### src/rtl/ram_bist_pkg.sv
// ram_bist_pkg: shared types for the single-port RAM with March C- BIST.
// Holds the FSM state enum and the March element table.
package ram_bist_pkg;

   typedef enum logic [1:0] {
      IDLE,
      RUN,
      CHECK,
      DONE
   } bist_state_t;

   localparam int NUM_ELEM = 6;

   typedef struct packed {
      logic dir_down;
      logic two_op;
      logic rd_only;
      logic rd_exp;
      logic wr_val;
   } march_elem_t;

   // Index past the last element decodes to all zeros.
   function automatic march_elem_t march_elem(input logic [2:0] idx);
      march_elem_t e;
      e = '0;
      case (idx)
         3'd0: e = '{1'b0, 1'b0, 1'b0, 1'b0, 1'b0};
         3'd1: e = '{1'b0, 1'b1, 1'b0, 1'b0, 1'b1};
         3'd2: e = '{1'b0, 1'b1, 1'b0, 1'b1, 1'b0};
         3'd3: e = '{1'b1, 1'b1, 1'b0, 1'b0, 1'b1};
         3'd4: e = '{1'b1, 1'b1, 1'b0, 1'b1, 1'b0};
         3'd5: e = '{1'b0, 1'b0, 1'b1, 1'b0, 1'b0};
         default: e = '0;
      endcase
      return e;
   endfunction

endpackage

### src/rtl/sp_ram_core.sv
// sp_ram_core: clocked single-port array with registered read,
// read-before-write, and a stuck-at-1 fault mux on the read path.
module sp_ram_core
   import ram_bist_pkg::*;
#(
   parameter int DEPTH  = 16,
   parameter int WIDTH  = 8,
   parameter int AWIDTH = $clog2(DEPTH)
) (
   input  logic              clk,
   input  logic              rst,
   input  logic              wr_en,
   input  logic              rd_en,
   input  logic              rd_func,
   input  logic [AWIDTH-1:0] addr,
   input  logic [WIDTH-1:0]  wr_data,
   input  logic              fault_inj,
   input  logic [AWIDTH-1:0] fault_addr,
   output logic [WIDTH-1:0]  rd_data,
   output logic [WIDTH-1:0]  bist_data
);

   localparam logic [AWIDTH:0] DEPTH_W = (AWIDTH + 1)'(DEPTH);

   logic [WIDTH-1:0] mem [DEPTH];
   logic             in_range;
   logic [WIDTH-1:0] rd_val;

   // Raw read value: out-of-range reads give 0, fault forces bit 0 high.
   always_comb begin
      in_range = ({1'b0, addr} < DEPTH_W);
      rd_val   = '0;
      if (in_range) rd_val = mem[addr];
      if (fault_inj && (addr == fault_addr)) rd_val[0] = 1'b1;
   end

   // Array write; contents survive reset.
   always_ff @(posedge clk) begin
      if (wr_en && in_range) mem[addr] <= wr_data;
   end

   // Separate read registers keep BIST reads off the functional port.
   always_ff @(posedge clk) begin
      if (rst) begin
         rd_data   <= '0;
         bist_data <= '0;
      end else if (rd_en) begin
         if (rd_func) rd_data <= rd_val;
         else         bist_data <= rd_val;
      end
   end

endmodule

### src/rtl/ram_bist_sp.sv
// ram_bist_sp: single-port RAM with a March C- self-test controller.
// BIST owns the array in RUN/CHECK; functional port otherwise.
module ram_bist_sp
   import ram_bist_pkg::*;
#(
   parameter int DEPTH  = 16,
   parameter int WIDTH  = 8,
   parameter int AWIDTH = $clog2(DEPTH)
) (
   input  logic              clk,
   input  logic              rst,
   input  logic              wr_en,
   input  logic              rd_en,
   input  logic [AWIDTH-1:0] addr,
   input  logic [WIDTH-1:0]  wr_data,
   output logic [WIDTH-1:0]  rd_data,
   input  logic              bist_start,
   output logic              bist_busy,
   output logic              bist_done,
   output logic              bist_fail,
   output logic [AWIDTH-1:0] bist_fail_addr,
   output logic [2:0]        bist_fail_elem,
   input  logic              fault_inj,
   input  logic [AWIDTH-1:0] fault_addr
);

   localparam logic [AWIDTH-1:0] ADDR_MAX = AWIDTH'(DEPTH - 1);
   localparam logic [2:0]        ELEM_MAX = 3'(NUM_ELEM - 1);

   bist_state_t state_q, state_d;

   logic [2:0]        elem_q;
   logic [AWIDTH-1:0] addr_q;
   logic              phase_q;

   march_elem_t me, next_me;

   logic              func_en;
   logic              start_ok;
   logic              op_last;
   logic              addr_end;
   logic              final_op;
   logic              bist_rd;
   logic              bist_wr;

   logic              core_wr;
   logic              core_rd;
   logic [AWIDTH-1:0] core_addr;
   logic [WIDTH-1:0]  core_wdata;
   logic [WIDTH-1:0]  bist_data;

   logic              cmp_valid;
   logic [WIDTH-1:0]  cmp_exp;
   logic [AWIDTH-1:0] cmp_addr;
   logic [2:0]        cmp_elem;

   // Current March element decode and per-cycle BIST operation.
   always_comb begin
      me       = march_elem(elem_q);
      next_me  = march_elem(elem_q + 3'd1);
      func_en  = (state_q == IDLE) || (state_q == DONE);
      start_ok = bist_start && func_en;
      op_last  = !me.two_op || phase_q;
      addr_end = me.dir_down ? (addr_q == '0) : (addr_q == ADDR_MAX);
      bist_rd  = (state_q == RUN) &&
                 (me.rd_only || (me.two_op && !phase_q));
      bist_wr  = (state_q == RUN) && !me.rd_only && op_last;
      final_op = (state_q == RUN) && op_last && addr_end &&
                 (elem_q == ELEM_MAX);
   end

   // State register.
   always_ff @(posedge clk) begin
      if (rst) state_q <= IDLE;
      else     state_q <= state_d;
   end

   // Next-state logic; start is only honoured from IDLE or DONE.
   always_comb begin
      state_d = state_q;
      unique case (state_q)
         IDLE:  if (start_ok) state_d = RUN;
         RUN:   if (final_op) state_d = CHECK;
         CHECK: state_d = DONE;
         DONE:  if (start_ok) state_d = RUN;
      endcase
   end

   // Element / address / op-phase sequencing through the March test.
   always_ff @(posedge clk) begin
      if (rst || start_ok) begin
         elem_q  <= '0;
         addr_q  <= '0;
         phase_q <= 1'b0;
      end else if (state_q == RUN) begin
         if (!op_last) begin
            phase_q <= 1'b1;
         end else begin
            phase_q <= 1'b0;
            if (addr_end) begin
               elem_q <= elem_q + 3'd1;
               addr_q <= next_me.dir_down ? ADDR_MAX : '0;
            end else if (me.dir_down) begin
               addr_q <= addr_q - 1'b1;
            end else begin
               addr_q <= addr_q + 1'b1;
            end
         end
      end
   end

   // Arbitrate the array between the functional port and BIST.
   always_comb begin
      core_wr    = func_en ? wr_en : bist_wr;
      core_rd    = func_en ? rd_en : bist_rd;
      core_addr  = func_en ? addr : addr_q;
      core_wdata = func_en ? wr_data : {WIDTH{me.wr_val}};
   end

   sp_ram_core #(
      .DEPTH  (DEPTH),
      .WIDTH  (WIDTH),
      .AWIDTH (AWIDTH)
   ) u_core (
      .clk        (clk),
      .rst        (rst),
      .wr_en      (core_wr),
      .rd_en      (core_rd),
      .rd_func    (func_en),
      .addr       (core_addr),
      .wr_data    (core_wdata),
      .fault_inj  (fault_inj),
      .fault_addr (fault_addr),
      .rd_data    (rd_data),
      .bist_data  (bist_data)
   );

   // Pipelined compare and sticky status; first mismatch wins.
   always_ff @(posedge clk) begin
      if (rst) begin
         bist_busy      <= 1'b0;
         bist_done      <= 1'b0;
         bist_fail      <= 1'b0;
         bist_fail_addr <= '0;
         bist_fail_elem <= '0;
         cmp_valid      <= 1'b0;
         cmp_exp        <= '0;
         cmp_addr       <= '0;
         cmp_elem       <= '0;
      end else begin
         cmp_valid <= bist_rd;
         if (bist_rd) begin
            cmp_exp  <= {WIDTH{me.rd_exp}};
            cmp_addr <= addr_q;
            cmp_elem <= elem_q;
         end
         if (start_ok) begin
            bist_busy      <= 1'b1;
            bist_done      <= 1'b0;
            bist_fail      <= 1'b0;
            bist_fail_addr <= '0;
            bist_fail_elem <= '0;
         end else begin
            if ((state_q == DONE) && bist_busy) begin
               bist_busy <= 1'b0;
               bist_done <= 1'b1;
            end
            if (cmp_valid && (bist_data != cmp_exp) && !bist_fail) begin
               bist_fail      <= 1'b1;
               bist_fail_addr <= cmp_addr;
               bist_fail_elem <= cmp_elem;
            end
         end
      end
   end

endmodule

### config.mk
export PLATFORM = sky130hd
export DESIGN_NAME = ram_bist_sp
export DESIGN_NICKNAME = d
export VERILOG_FILES = /design/src/rtl/ram_bist_pkg.sv /design/src/rtl/sp_ram_core.sv /design/src/rtl/ram_bist_sp.sv
export SDC_FILE = /design/constraint.sdc
export NUM_CORES = 1
export LEC_CHECK = 0
export ABC_AREA = 0
export ABC_CLOCK_PERIOD_IN_PS = 5700
export BUFFER_PORTS_ARGS = -buffer_cell sky130_fd_sc_hd__buf_4
export CAP_MARGIN = 15
export CORE_AREA = 4 4 124 102
export CTS_CLUSTER_DIAMETER = 30
export DETAILED_ROUTE_END_ITERATION = 6
export DIE_AREA = 0 0 128 106
export GPL_ROUTABILITY_DRIVEN = 0
export MAX_ROUTING_LAYER = met4
export PLACE_DENSITY = 0.93
export SLEW_MARGIN = 0
export SYNTH_ARGS = -nofsm -noshare
export SYNTH_HDL_FRONTEND = slang
export SYNTH_SLANG_ARGS = --single-unit
### constraint.sdc
create_clock -name clk -period 5.7 [get_ports clk]
set_input_delay 0.57 -clock clk [delete_from_list [all_inputs] [get_ports clk]]
set_output_delay 0.57 -clock clk [all_outputs]
set_load 0.1 [all_outputs]
==> summary.md, run 1 <==
| Metric | Value |
|---|---|
| Maximum VDD drop | 427 uV |
| CTS Sinks | 173 |
| Static power due to leakage | 0.00311 uW |
| Required time worst endpoint | 5.97 ns |
| Setup slack of the most critical reg-to-reg path | 1.56 ns |
| Initial detailed-routing violation count | 550 |
| Final-layout worst hold slack | 0.456 ns |
| Share of layout cells above drive strength 1 | 14.0% |
| Number of distinct library cells after synthesis | 48 |
| Clock latency on the worst-skew pair | 0.42 ns |
| DRC violations left | 0 |
| Count of cells along the worst register-to-register path | 8 |
| Slew of the pin with the lowest slew margin | 1.15 ns |
| Clock-pin slew reported for the worst setup and hold paths after clock tree synthesis | 0.07 ns |
| Core Rows | 35 |
| Seq cells post-synth | 173 |
| Net Count, Synth | 564 |
| Cts bufs inserted | 17 |
| Worst Setup Slack post-DPL | 1.62 ns |
| Number of hold-slack violations in the final timing report | 0 |
| Effective utilization at floorplan | 63.8% |
| Category of the critical setup timing path | register to register |
| Worst slew margin relative to its limit | 22.7% |
| Unrepaired setup endpoints after global routing | false |
| Dominant register cell in the synthesized netlist | sky130_fd_sc_hd__edfxtp_1 |
| Status | finished, final reports clean |
| Sequential fraction of the synthesis area | 65.3% |
| Overflow after GRT | 0 |
| Critical Path Sink | u_core.bist_data[6]$_SDFFE_PP0P_ |
| Placed Instance Area | 0.00762 sq mm |
| Core region area | 0.0114 sq mm |
| Root buffer cell | sky130_fd_sc_hd__clkbuf_16 |
| CP arrival | 4.41 ns |
| Number of filler cells placed in the layout | 706 |
| Number of synthesized flops with an enable pin | 128 |
| Post-CTS setup repair buffer count | 0 |
| CP max FO | 38 |
| Number of antenna violations at the first check in global routing | 0 |
| Synthesized area per cell | 13.7 sq um |
| Growth of design area from synthesis to finish | 12.5% |
| Largest net degree at the start of global routing | 39 |
| Minimum period implied by the final worst setup slack | 4.14 ns |
| Area share of the largest cell type after synthesis | 52.9% |
| Placed wire-length estimate | 11100 microns |
| Launching element type of the critical path | register |
| Cell types occupying the most area after synthesis | sky130_fd_sc_hd__edfxtp_1, sky130_fd_sc_hd__dfxtp_1, sky130_fd_sc_hd__mux2i_1, sky130_fd_sc_hd__nor2_1, sky130_fd_sc_hd__o22ai_1 |
| Fmax | 242 MHz |
| Pins over their slew limit | 0 |
| Number of antenna diodes | 0 |
| Post-synthesis cell count | 529 |
| Maximum capacitance violations | 0 |
| Total Nets Final | 599 |
| Number of input and output port buffers inserted | 39 |
| Post-Layout Inst Area | 0.00818 sq mm |
| Most frequent cells after synthesis | sky130_fd_sc_hd__edfxtp_1, sky130_fd_sc_hd__mux2i_1, sky130_fd_sc_hd__nor2_1 |
| Total iterations of the first detailed-routing run | 5 |
| Worst flop-to-flop path startpoint | state_q[1]$_SDFFE_PP0P_ |
| Die Span Y | 106 microns |
| CTS tree | yes |
| Final TNS setup | 0 ns |
| Endpoint of the most critical register-to-register path | u_core.bist_data[6]$_SDFFE_PP0P_ |
| Slack of the critical path | 1.56 ns |
| Routed wire length | 16800 microns |
| Critical Path End Type | register |
| Part of the cycle the worst path needs | 72.6% |
| Count of instances resized after the clock tree is built | 0 |
| PwrDens | 500 mW/mm^2 |
| Async set or reset register ratio after synthesis | 0% |
| Horizontal extent of the die | 128 microns |
| Number of primary I/O pins | 40 |
| Clock skew | 0.00876 ns |
| Total routing resource utilization after global routing | 26.4% |
| Drt via density | 6.54 |
| First-pass GRT wire length | 26100 microns |
| Total number of H-tree levels | 4 |
| Type of the most critical hold path | primary input to register |
| Vias | 4739 |
| Hold buffer count at CTS | 0 |
| Cell accounting for the most synthesized area | sky130_fd_sc_hd__edfxtp_1 |
| Die area | 0.0136 sq mm |
| ANT nets after route | 0 |
| Routed length per instance | 23.1 microns |
| Cell Area, Synth | 0.00727 sq mm |
| Longest Clk Path Bufs | 2 |
| Cell with the most instances after synthesis | sky130_fd_sc_hd__edfxtp_1 |
| Final Power | 4090 uW |
| Critical path launch point | state_q[1]$_SDFFE_PP0P_ |
| Total of warnings raised by yosys | 0 |
| Final setup fails | 0 |
| Vias in the first global route | 4693 |
==> cell usage in the layout, fill, tap and decap left out, types with 3 or more instances in the layout <==
cell / count
sky130_fd_sc_hd__edfxtp_1: 128
sky130_fd_sc_hd__mux2i_1: 84
sky130_fd_sc_hd__nor2_1: 61
sky130_fd_sc_hd__dfxtp_1: 45
sky130_fd_sc_hd__buf_4: 41
sky130_fd_sc_hd__o22ai_1: 34
sky130_fd_sc_hd__a211oi_1: 19
sky130_fd_sc_hd__clkbuf_16: 17
sky130_fd_sc_hd__ha_1: 12
sky130_fd_sc_hd__a21oi_1: 11
sky130_fd_sc_hd__nand2_1: 11
sky130_fd_sc_hd__nor4_1: 10
sky130_fd_sc_hd__a21o_1: 9
sky130_fd_sc_hd__o21ai_1: 9
sky130_fd_sc_hd__inv_1: 8
sky130_fd_sc_hd__nand2b_1: 7
sky130_fd_sc_hd__xnor2_1: 6
sky130_fd_sc_hd__nor3_1: 5
sky130_fd_sc_hd__nand3_1: 5
sky130_fd_sc_hd__nor3b_1: 4
sky130_fd_sc_hd__and3b_1: 4
sky130_fd_sc_hd__mux2_2: 3
sky130_fd_sc_hd__clkinvlp_4: 3
sky130_fd_sc_hd__inv_6: 3
==> state kept, by name, indices dropped and copies added (netlist names) <==
register and cells:
elem_q 3, bist_fail 1, bist_fail_elem 3, cmp_addr 4, state_q 2, bist_fail_addr 4, u_core.bist_data 8, cmp_valid 1
addr_q 4, phase_q 1, cmp_elem 3, u_core.mem 128, u_core.rd_data 8, bist_busy 1, cmp_exp 1, bist_done 1
==> cell type report <==
type	count	area, sq um	share of cell area, %
clock buffer	19	443	5.42
clock inverter	13	114	1.39
inverter	8	30.0	0.367
multi-input combinational	323	2350	28.8
sequential	173	4740	58.0
tap	148	185	2.26
timing repair buffer	41	308	3.76
==> stage by stage <==
step / instances / util, %
after global routing: 725 / 71.8
final: 725 / 71.8
after floorplan: 529 / -
after detailed placement: 693 / 66.9
after global placement: 693 / 66.9
after CTS: 725 / 71.8
==> kinds of logic after synthesis <==
kind of cell	count (synthesis)	synth area share, %
adder cells (fa/ha/maj)	13	2.34
multiplexers	89	12.5
buffers and inverters	33	2.43
XOR/XNOR	6	0.723
AND/OR/NAND/NOR	121	8.14
flip-flops	173	65.3
AO/OA/AOI/OAI	94	8.56
==> report_power, final <==
part | leakage, uW | internal [uW] | total, uW | switching, uW
clock network | 0.000265 | 613 | 1100 | 483
registers | 0.00153 | 1600 | 1680 | 74.6
logic | 0.00131 | 393 | 1320 | 925
total | 0.00311 | 2610 | 4090 | 1480
==> critical path, stage by stage (launching register included) <==
cell	delay, ns
sky130_fd_sc_hd__dfxtp_1	0.33
sky130_fd_sc_hd__inv_1	0.08
sky130_fd_sc_hd__ha_1	0.92
sky130_fd_sc_hd__mux2i_4	0.77
sky130_fd_sc_hd__buf_4	0.66
sky130_fd_sc_hd__mux2i_1	0.27
sky130_fd_sc_hd__o22ai_1	0.10
sky130_fd_sc_hd__nor4_1	0.64
sky130_fd_sc_hd__a211oi_1	0.18
==> how the worst min path moves through the flow <==
stage                        startpoint                       end  slack [ns]  depth (start not counted)
4_1_cts                      bist_start    bist_busy$_SDFFE_PP0P_        0.45                          3
3_5_place_dp     bist_done$_SDFFE_PP0P_    bist_done$_SDFFE_PP0P_        0.46                          2
3_3_place_gp     bist_done$_SDFFE_PP0P_    bist_done$_SDFFE_PP0P_        0.46                          2
6_report                     bist_start    bist_busy$_SDFFE_PP0P_        0.46                          3
5_1_grt                      bist_start    bist_busy$_SDFFE_PP0P_        0.48                          3
2_1_floorplan  cmp_elem[2]$_SDFFE_PP0P_  cmp_elem[2]$_SDFFE_PP0P_        0.44                          2
==> per-layer routing <==
metal  vias up  share of wire, %  GRT usage [%]
met5         -                 0              -
met1      2363                41           35.8
met3        36               9.2           6.33
met2       250                48           39.9
li1       2090                 -              -
met4         0               2.0           8.33
Note: power is estimated with default switching activity, not from simulation.
==> inputs of run 2 (changes only) <==
--- a/config.mk
+++ b/config.mk
@@ -6,16 +6,16 @@
 export NUM_CORES = 1
 export LEC_CHECK = 0
 export ABC_AREA = 0
-export ABC_CLOCK_PERIOD_IN_PS = 5700
+export ABC_CLOCK_PERIOD_IN_PS = 4140
 export BUFFER_PORTS_ARGS = -buffer_cell sky130_fd_sc_hd__buf_4
 export CAP_MARGIN = 15
-export CORE_AREA = 4 4 124 102
+export CORE_AREA = 4 4 129 106
 export CTS_CLUSTER_DIAMETER = 30
 export DETAILED_ROUTE_END_ITERATION = 6
-export DIE_AREA = 0 0 128 106
+export DIE_AREA = 0 0 133 110
 export GPL_ROUTABILITY_DRIVEN = 0
 export MAX_ROUTING_LAYER = met4
-export PLACE_DENSITY = 0.93
+export PLACE_DENSITY = 0.87
 export SLEW_MARGIN = 0
 export SYNTH_ARGS = -nofsm -noshare
 export SYNTH_HDL_FRONTEND = slang
==> constraint.sdc (replaced) <==
create_clock -name clk -period 4.14 [get_ports clk]
set_input_delay 0.414 -clock clk [delete_from_list [all_inputs] [get_ports clk]]
set_output_delay 0.414 -clock clk [all_outputs]
set_load 0.1 [all_outputs]
==> run 2 against run 1 <==
  * First-iteration DRC count up 3.8%
  * Critical path depth down 2
  * Total power up 40%
  * Clock-buffer cell count unchanged
  * Die area up 7.8%
  * Worst hold slack worse by 0.14 ns
  * Maximum frequency up 23%
  * Sequential power up 37%
  * Clock skew about the same
  * Wire length down 2.5%
  * Clock power up 44%
  * Non-clock buffer count up 4
  * Critical path type unchanged
  * Highest routed layer unchanged
==> summary.md, run 2 (synthesis results as in run 1) <==
| Metric | Value |
|---|---|
| Required time worst endpoint | 4.20 ns |
| CP arrival | 3.43 ns |
| Endpoint of the most critical register-to-register path | u_core.mem[2][4]$_DFFE_PP_ |
| Core region area | 0.0122 sq mm |
| Final TNS setup | 0 ns |
| Launching element type of the critical path | register |
| Clock skew | 0.00887 ns |
| CTS Sinks | 173 |
| CTS tree | yes |
| Count of instances resized after the clock tree is built | 0 |
| Sw power | 2070 uW |
| Die area | 0.0146 sq mm |
| Routed length per instance | 21.8 microns |
| Switching share of power | 36.1% |
| Overflow after GRT | 0 |
| Vias | 4651 |
| Vias in the first global route | 4500 |
| Root buffer cell | sky130_fd_sc_hd__clkbuf_16 |
| DRC violations left | 0 |
| Number of antenna violations at the first check in global routing | 0 |
| Hold path startpoint | bist_start |
| Worst slew margin relative to its limit | 24.9% |
| PwrDens | 691 mW/mm^2 |
| Number of input and output port buffers inserted | 39 |
| Number of antenna diodes | 0 |
| Worst flop-to-flop path startpoint | state_q[1]$_SDFFE_PP0P_ |
| Core Rows | 36 |
| Category of the critical setup timing path | register to register |
| Type of the most critical hold path | primary input to register |
| Clock-pin slew reported for the worst setup and hold paths after clock tree synthesis | 0.07 ns |
| Cts bufs inserted | 17 |
| CP max FO | 69 |
| Min-Delay Endpoint | bist_busy$_SDFFE_PP0P_ |
| Number of primary I/O pins | 40 |
| Minimum period implied by the final worst setup slack | 3.38 ns |
| Placed wire-length estimate | 10800 microns |
| Routed wire length | 16400 microns |
| Final setup fails | 0 |
| Unrepaired setup endpoints after global routing | false |
| Dpl cells | 720 |
| Total routing resource utilization after global routing | 24.1% |
| Setup slack of the most critical reg-to-reg path | 0.76 ns |
| Largest net degree at the start of global routing | 70 |
| Horizontal extent of the die | 133 microns |
| Growth of design area from synthesis to finish | 13.9% |
| Most common cell after layout, fill and taps aside | sky130_fd_sc_hd__edfxtp_1 |
| Drt via density | 6.18 |
| Biggest register | u_core.mem |
| Slew of the pin with the lowest slew margin | 1.12 ns |
| Final Instance Count excl. Fillers | 752 |
| Maximum VDD drop | 669 uV |
| Most frequent cells in the layout | sky130_fd_sc_hd__edfxtp_1, sky130_fd_sc_hd__mux2i_1, sky130_fd_sc_hd__nor2_1, sky130_fd_sc_hd__dfxtp_1, sky130_fd_sc_hd__buf_4 |
| Worst Setup Slack post-DPL | 0.962 ns |
| First-pass GRT wire length | 25000 microns |
| Final cell utilization of the core | 67.8% |
| Number of flip-flops under the largest register name | 128 |
| Clock network fraction of total power | 27.6% |
| Depth of the worst hold-timing path | 3 |
| Hold buffer count at CTS | 0 |
| Critical Path End Type | register |
| Initial detailed-routing violation count | 571 |
| Clock latency on the worst-skew pair | 0.44 ns |
| Pins over their slew limit | 0 |
| Die Span Y | 110 microns |
| Longest Clk Path Bufs | 2 |
| Part of the cycle the worst path needs | 81.6% |
| ANT nets after route | 0 |
| Count of cells along the worst register-to-register path | 6 |
| Relative contribution of sequential cells to total power | 40.1% |
| Static power due to leakage | 0.00317 uW |
| Slack of the critical path | 0.762 ns |
| Post-CTS setup repair buffer count | 0 |
| Part of the power in combinational logic | 32.3% |
| Fmax | 296 MHz |
| Total iterations of the first detailed-routing run | 5 |
| Share of layout cells above drive strength 1 | 15.1% |
| Leading registers by flop count | u_core.mem (128), u_core.bist_data (8), u_core.rd_data (8) |
| Internal power contribution | 3660 uW |
| Total number of H-tree levels | 4 |
| Total Nets Final | 603 |
| Maximum capacitance violations | 0 |
| Effective utilization at floorplan | 59.5% |
| Status | finished, final reports clean |
| Number of hold-slack violations in the final timing report | 0 |
==> run 2: cell count changes in the layout (fill, tap and decap cells not counted), moves of 2 or more <==
cell,previous run,this run
sky130_fd_sc_hd__buf_4,41,44
sky130_fd_sc_hd__clkinvlp_4,3,0
sky130_fd_sc_hd__inv_4,0,3
sky130_fd_sc_hd__clkbuf_16,17,19
sky130_fd_sc_hd__clkinv_1,2,0
==> run 2: area by class of cell <==
class                   instances  area, sq um
fillers                       819         3930
multi-input cells             323         2350
repair buffers                 45          350
inverters                       8         30.0
flip-flops and latches        173         4740
clock inverters                13          114
well taps                     171          214
clock buffers                  19          475
==> run 2: power groups by stage <==
stage               Clock, uW  Sequential (uW)  Combinational [uW]
floorplan                   0             2590                1100
global placement            0             2310                1760
detailed placement          0             2330                1810
CTS                      1590             2290                1830
global route             1660             2310                1950
finish                   1580             2300                1850
==> run 2: stage by stage <==
stage          total power [uW]  cell area (sq um)  hold slack, ns
2_1_floorplan              3690               7270           0.436
3_5_place_dp               4150               7690           0.454
3_3_place_gp               4070               7690           0.451
5_1_grt                    5930               8280           0.317
4_1_cts                    5710               8280           0.287
6_report                   5730               8280           0.314
==> run 2: how the worst max path moves through the flow <==
stage | start | endpoint | slack, ns
after detailed placement | state_q[1]$_SDFFE_PP0P_ | u_core.mem[2][5]$_DFFE_PP_ | 0.96
after global routing | state_q[1]$_SDFFE_PP0P_ | u_core.mem[2][4]$_DFFE_PP_ | 0.66
after CTS | state_q[1]$_SDFFE_PP0P_ | u_core.mem[2][4]$_DFFE_PP_ | 0.89
final | state_q[1]$_SDFFE_PP0P_ | u_core.mem[2][4]$_DFFE_PP_ | 0.76
after floorplan | state_q[1]$_SDFFE_PP0P_ | u_core.mem[3][0]$_DFFE_PP_ | 1.73
after global placement | state_q[1]$_SDFFE_PP0P_ | u_core.mem[2][3]$_DFFE_PP_ | 1.02
==> run 2: metal layers <==
metal	share of wire, %	vias up	track usage, %
li1	-	2102	-
met1	43	2281	31.6
met2	46	232	36.3
met3	9.2	36	7.21
met4	1.9	0	8.53
met5	0	-	-
==> run 2: critical path, stage by stage (launching register included) <==
cell	delay [ns]
sky130_fd_sc_hd__dfxtp_1	0.33
sky130_fd_sc_hd__inv_1	0.07
sky130_fd_sc_hd__ha_1	0.73
sky130_fd_sc_hd__mux2i_4	0.35
sky130_fd_sc_hd__buf_12	0.37
sky130_fd_sc_hd__nand2_1	0.22
sky130_fd_sc_hd__nor2_1	0.80
==> inputs of run 3 (changes only) <==
--- a/config.mk
+++ b/config.mk
@@ -6,16 +6,16 @@
 export NUM_CORES = 1
 export LEC_CHECK = 0
 export ABC_AREA = 0
-export ABC_CLOCK_PERIOD_IN_PS = 4140
+export ABC_CLOCK_PERIOD_IN_PS = 2900
 export BUFFER_PORTS_ARGS = -buffer_cell sky130_fd_sc_hd__buf_4
 export CAP_MARGIN = 15
-export CORE_AREA = 4 4 129 106
+export CORE_AREA = 4 4 134 110
 export CTS_CLUSTER_DIAMETER = 30
 export DETAILED_ROUTE_END_ITERATION = 6
-export DIE_AREA = 0 0 133 110
+export DIE_AREA = 0 0 138 114
 export GPL_ROUTABILITY_DRIVEN = 0
 export MAX_ROUTING_LAYER = met4
-export PLACE_DENSITY = 0.87
+export PLACE_DENSITY = 0.85
 export SLEW_MARGIN = 0
 export SYNTH_ARGS = -nofsm -noshare
 export SYNTH_HDL_FRONTEND = slang
==> constraint.sdc (replaced) <==
create_clock -name clk -period 2.9 [get_ports clk]
set_input_delay 0.29 -clock clk [delete_from_list [all_inputs] [get_ports clk]]
set_output_delay 0.29 -clock clk [all_outputs]
set_load 0.1 [all_outputs]
==> run 3 against run 2 <==
  * Sequential share of layout area down 2.0 points
  * Clock skew rose by 0.00092 ns
  * Wire length increased by 4.8%
  * Core utilization is 3.9 points lower
  * Via count rose by 3.3%
  * Worst hold slack got worse by 0.14 ns
  * First-iteration DRC count increased by 19%
  * Critical endpoint is now u_core.rd_data[7]$_SDFFE_PP0P_
  * Die area increased by 7.5%
  * Worst setup slack worse by 0.73 ns
==> summary.md, run 3 (synthesis results as in run 1) <==
| Metric | Value |
|---|---|
| Total Nets Final | 634 |
| Clock skew | 0.00978 ns |
| ANT nets after route | 0 |
| Static power due to leakage | 0.00331 uW |
| Die area | 0.0157 sq mm |
| Number of hold-slack violations in the final timing report | 0 |
| Core Rows | 38 |
| Fmax | 349 MHz |
| Stage delay of the slowest cell on the critical path | 0.41 ns |
| Category of the critical setup timing path | register to register |
| Placed wire-length estimate | 11500 microns |
| Longest Clk Path Bufs | 2 |
| Root buffer cell | sky130_fd_sc_hd__clkbuf_16 |
| Critical path launch point | state_q[1]$_SDFFE_PP0P_ |
| Number of antenna diodes | 0 |
| Horizontal extent of the die | 138 microns |
| Most common cell after layout, fill and taps aside | sky130_fd_sc_hd__edfxtp_1 |
| Total iterations of the first detailed-routing run | 7 |
| Critical Path End Type | register |
| Slack of the critical path | 0.0345 ns |
| Number of antenna violations at the first check in global routing | 0 |
| Number of filler cells placed in the layout | 947 |
| Number of primary I/O pins | 40 |
| Share of layout cells above drive strength 1 | 20.0% |
| Endpoint of the most critical register-to-register path | u_core.rd_data[7]$_SDFFE_PP0P_ |
| Number of flip-flops under the largest register name | 128 |
| Cts bufs inserted | 17 |
| CTS Sinks | 173 |
| Slew of the pin with the lowest slew margin | 0.647 ns |
| Most Frequent Cell on Critical Path | sky130_fd_sc_hd__buf_4 |
| Footprint of the multi-input gates | 0.00240 sq mm |
| Critical Path Sink | u_core.rd_data[7]$_SDFFE_PP0P_ |
| Worst flop-to-flop path startpoint | state_q[1]$_SDFFE_PP0P_ |
| Growth of design area from synthesis to finish | 18.0% |
| Number of input and output port buffers inserted | 39 |
| Largest net degree at the start of global routing | 44 |
| Required time worst endpoint | 3.18 ns |
| Clock-pin slew reported for the worst setup and hold paths after clock tree synthesis | 0.07 ns |
| Vias | 4805 |
| Count of cells along the worst register-to-register path | 10 |
| Status | finished, final reports clean |
| Biggest register | u_core.mem |
| Seq. cell area | 0.00474 sq mm |
| Final setup fails | 0 |
| Effective utilization at floorplan | 54.2% |
| Overflow after GRT | 0 |
| CP max-delay cell | sky130_fd_sc_hd__mux2i_4 |
| Maximum capacitance violations | 0 |
| Launching element type of the critical path | register |
| Vias in the first global route | 4805 |
| Worst Setup Slack post-DPL | 0.105 ns |
| CTS tree | yes |
| Pins over their slew limit | 0 |
| Total routing resource utilization after global routing | 22.9% |
| Routed length per instance | 21.7 microns |
| Hold buffer count at CTS | 0 |
| Total number of H-tree levels | 4 |
| Most frequent cells in the layout | sky130_fd_sc_hd__edfxtp_1, sky130_fd_sc_hd__mux2i_1, sky130_fd_sc_hd__buf_4, sky130_fd_sc_hd__nor2_1, sky130_fd_sc_hd__dfxtp_1 |
| Final cell utilization of the core | 64.0% |
| Cells along the critical path | inv_1 > ha_1 > mux2i_4 > buf_12 > buf_4 > mux2i_2 > o22ai_1 > nor4_2 > buf_4 > a211oi_1 |
| Initial detailed-routing violation count | 680 |
| Minimum period implied by the final worst setup slack | 2.87 ns |
| Maximum VDD drop | 756 uV |
| Core region area | 0.0134 sq mm |
| Drt via density | 6.07 |
| First-pass GRT wire length | 26600 microns |
| Clock latency on the worst-skew pair | 0.43 ns |
| Routed wire length | 17200 microns |
| Part of the cycle the worst path needs | 98.8% |
| DRC violations left | 0 |
| Die Span Y | 114 microns |
| Final-layout worst hold slack | 0.176 ns |
| Worst slew margin relative to its limit | 56.6% |
| Leading registers by flop count | u_core.mem (128), u_core.bist_data (8), u_core.rd_data (8) |
| Type of the most critical hold path | primary input to register |
| Setup slack of the most critical reg-to-reg path | 0.03 ns |
| PwrDens | 989 mW/mm^2 |
| CP arrival | 3.14 ns |
| CP max FO | 22 |
-- run 3: changes by cell type in the layout (fill, tap and decap cells not counted), sizes merged --
cell and delta:
buf +30, clkinvlp +4, clkinv -3, clkbuf -1
-- run 3: how the worst min path moves through the flow --
stage / startpoint / to / depth (start not counted)
global route: bist_start / bist_busy$_SDFFE_PP0P_ / 3
detailed placement: cmp_elem[2]$_SDFFE_PP0P_ / cmp_elem[2]$_SDFFE_PP0P_ / 2
floorplan: cmp_elem[2]$_SDFFE_PP0P_ / cmp_elem[2]$_SDFFE_PP0P_ / 2
global placement: cmp_elem[2]$_SDFFE_PP0P_ / cmp_elem[2]$_SDFFE_PP0P_ / 2
CTS: bist_start / bist_busy$_SDFFE_PP0P_ / 3
finish: bist_start / bist_busy$_SDFFE_PP0P_ / 3
-- run 3: timing repair --
| item | in CTS | in global routing |
|---|---|---|
| endpoints found under the setup margin | 0 | 12 |
| gates resized for setup | 0 | 7 |
| buffers inserted | 0 | 0 |
-- run 3: final cells by class --
type                            count  share of cell area [%]
Sequential cell                   173                    55.3
Multi-Input combinational cell    323                    27.9
Timing Repair Buffer               76                    7.04
Clock buffer                       17                    4.96
Tap cell                          180                    2.63
Clock inverter                     14                    1.76
Inverter                            8                   0.350
-- run 3: where the power goes --
| part | total [uW] | internal (uW) | switching (uW) | leakage, uW |
|---|---|---|---|---|
| Sequential | 3280 | 3140 | 139 | 0.00153 |
| Clock | 2210 | 1210 | 994 | 0.000274 |
| Combinational | 2990 | 1050 | 1950 | 0.00150 |
-- run 3: layer usage --
| metal | wire [microns] | GRT usage (%) | vias to the layer above | part of all wire [%] |
|---|---|---|---|---|
| li1 | - | - | 2167 | - |
| met3 | 1540 | 6.33 | 55 | 9.0 |
| met5 | 0 | - | - | 0 |
| met1 | 7050 | 29.1 | 2308 | 41 |
| met2 | 7920 | 34.8 | 275 | 46 |
| met4 | 639 | 10.2 | 0 | 3.7 |
-- run 3: critical path: cells and delay by family, from the launching register on --
| family | cells | cell delay, ns |
|---|---|---|
| buf+inv | 4 | 0.76 |
| compound gates | 2 | 0.23 |
| flops | 1 | 0.35 |
| simple gates | 1 | 0.25 |
| mux | 2 | 0.71 |
| fa+ha+maj | 1 | 0.40 |
-- run 3: stage by stage --
step                TNS, ns  instance area [sq um]  instances  power, uW
floorplan                 0                   7270        529       5270
global placement          0                   7930        759       6060
detailed placement        0                   7930        759       6160
CTS                       0                   8510        790       8350
global route        -0.0786                   8580        791       8830
finish                    0                   8580        791       8480
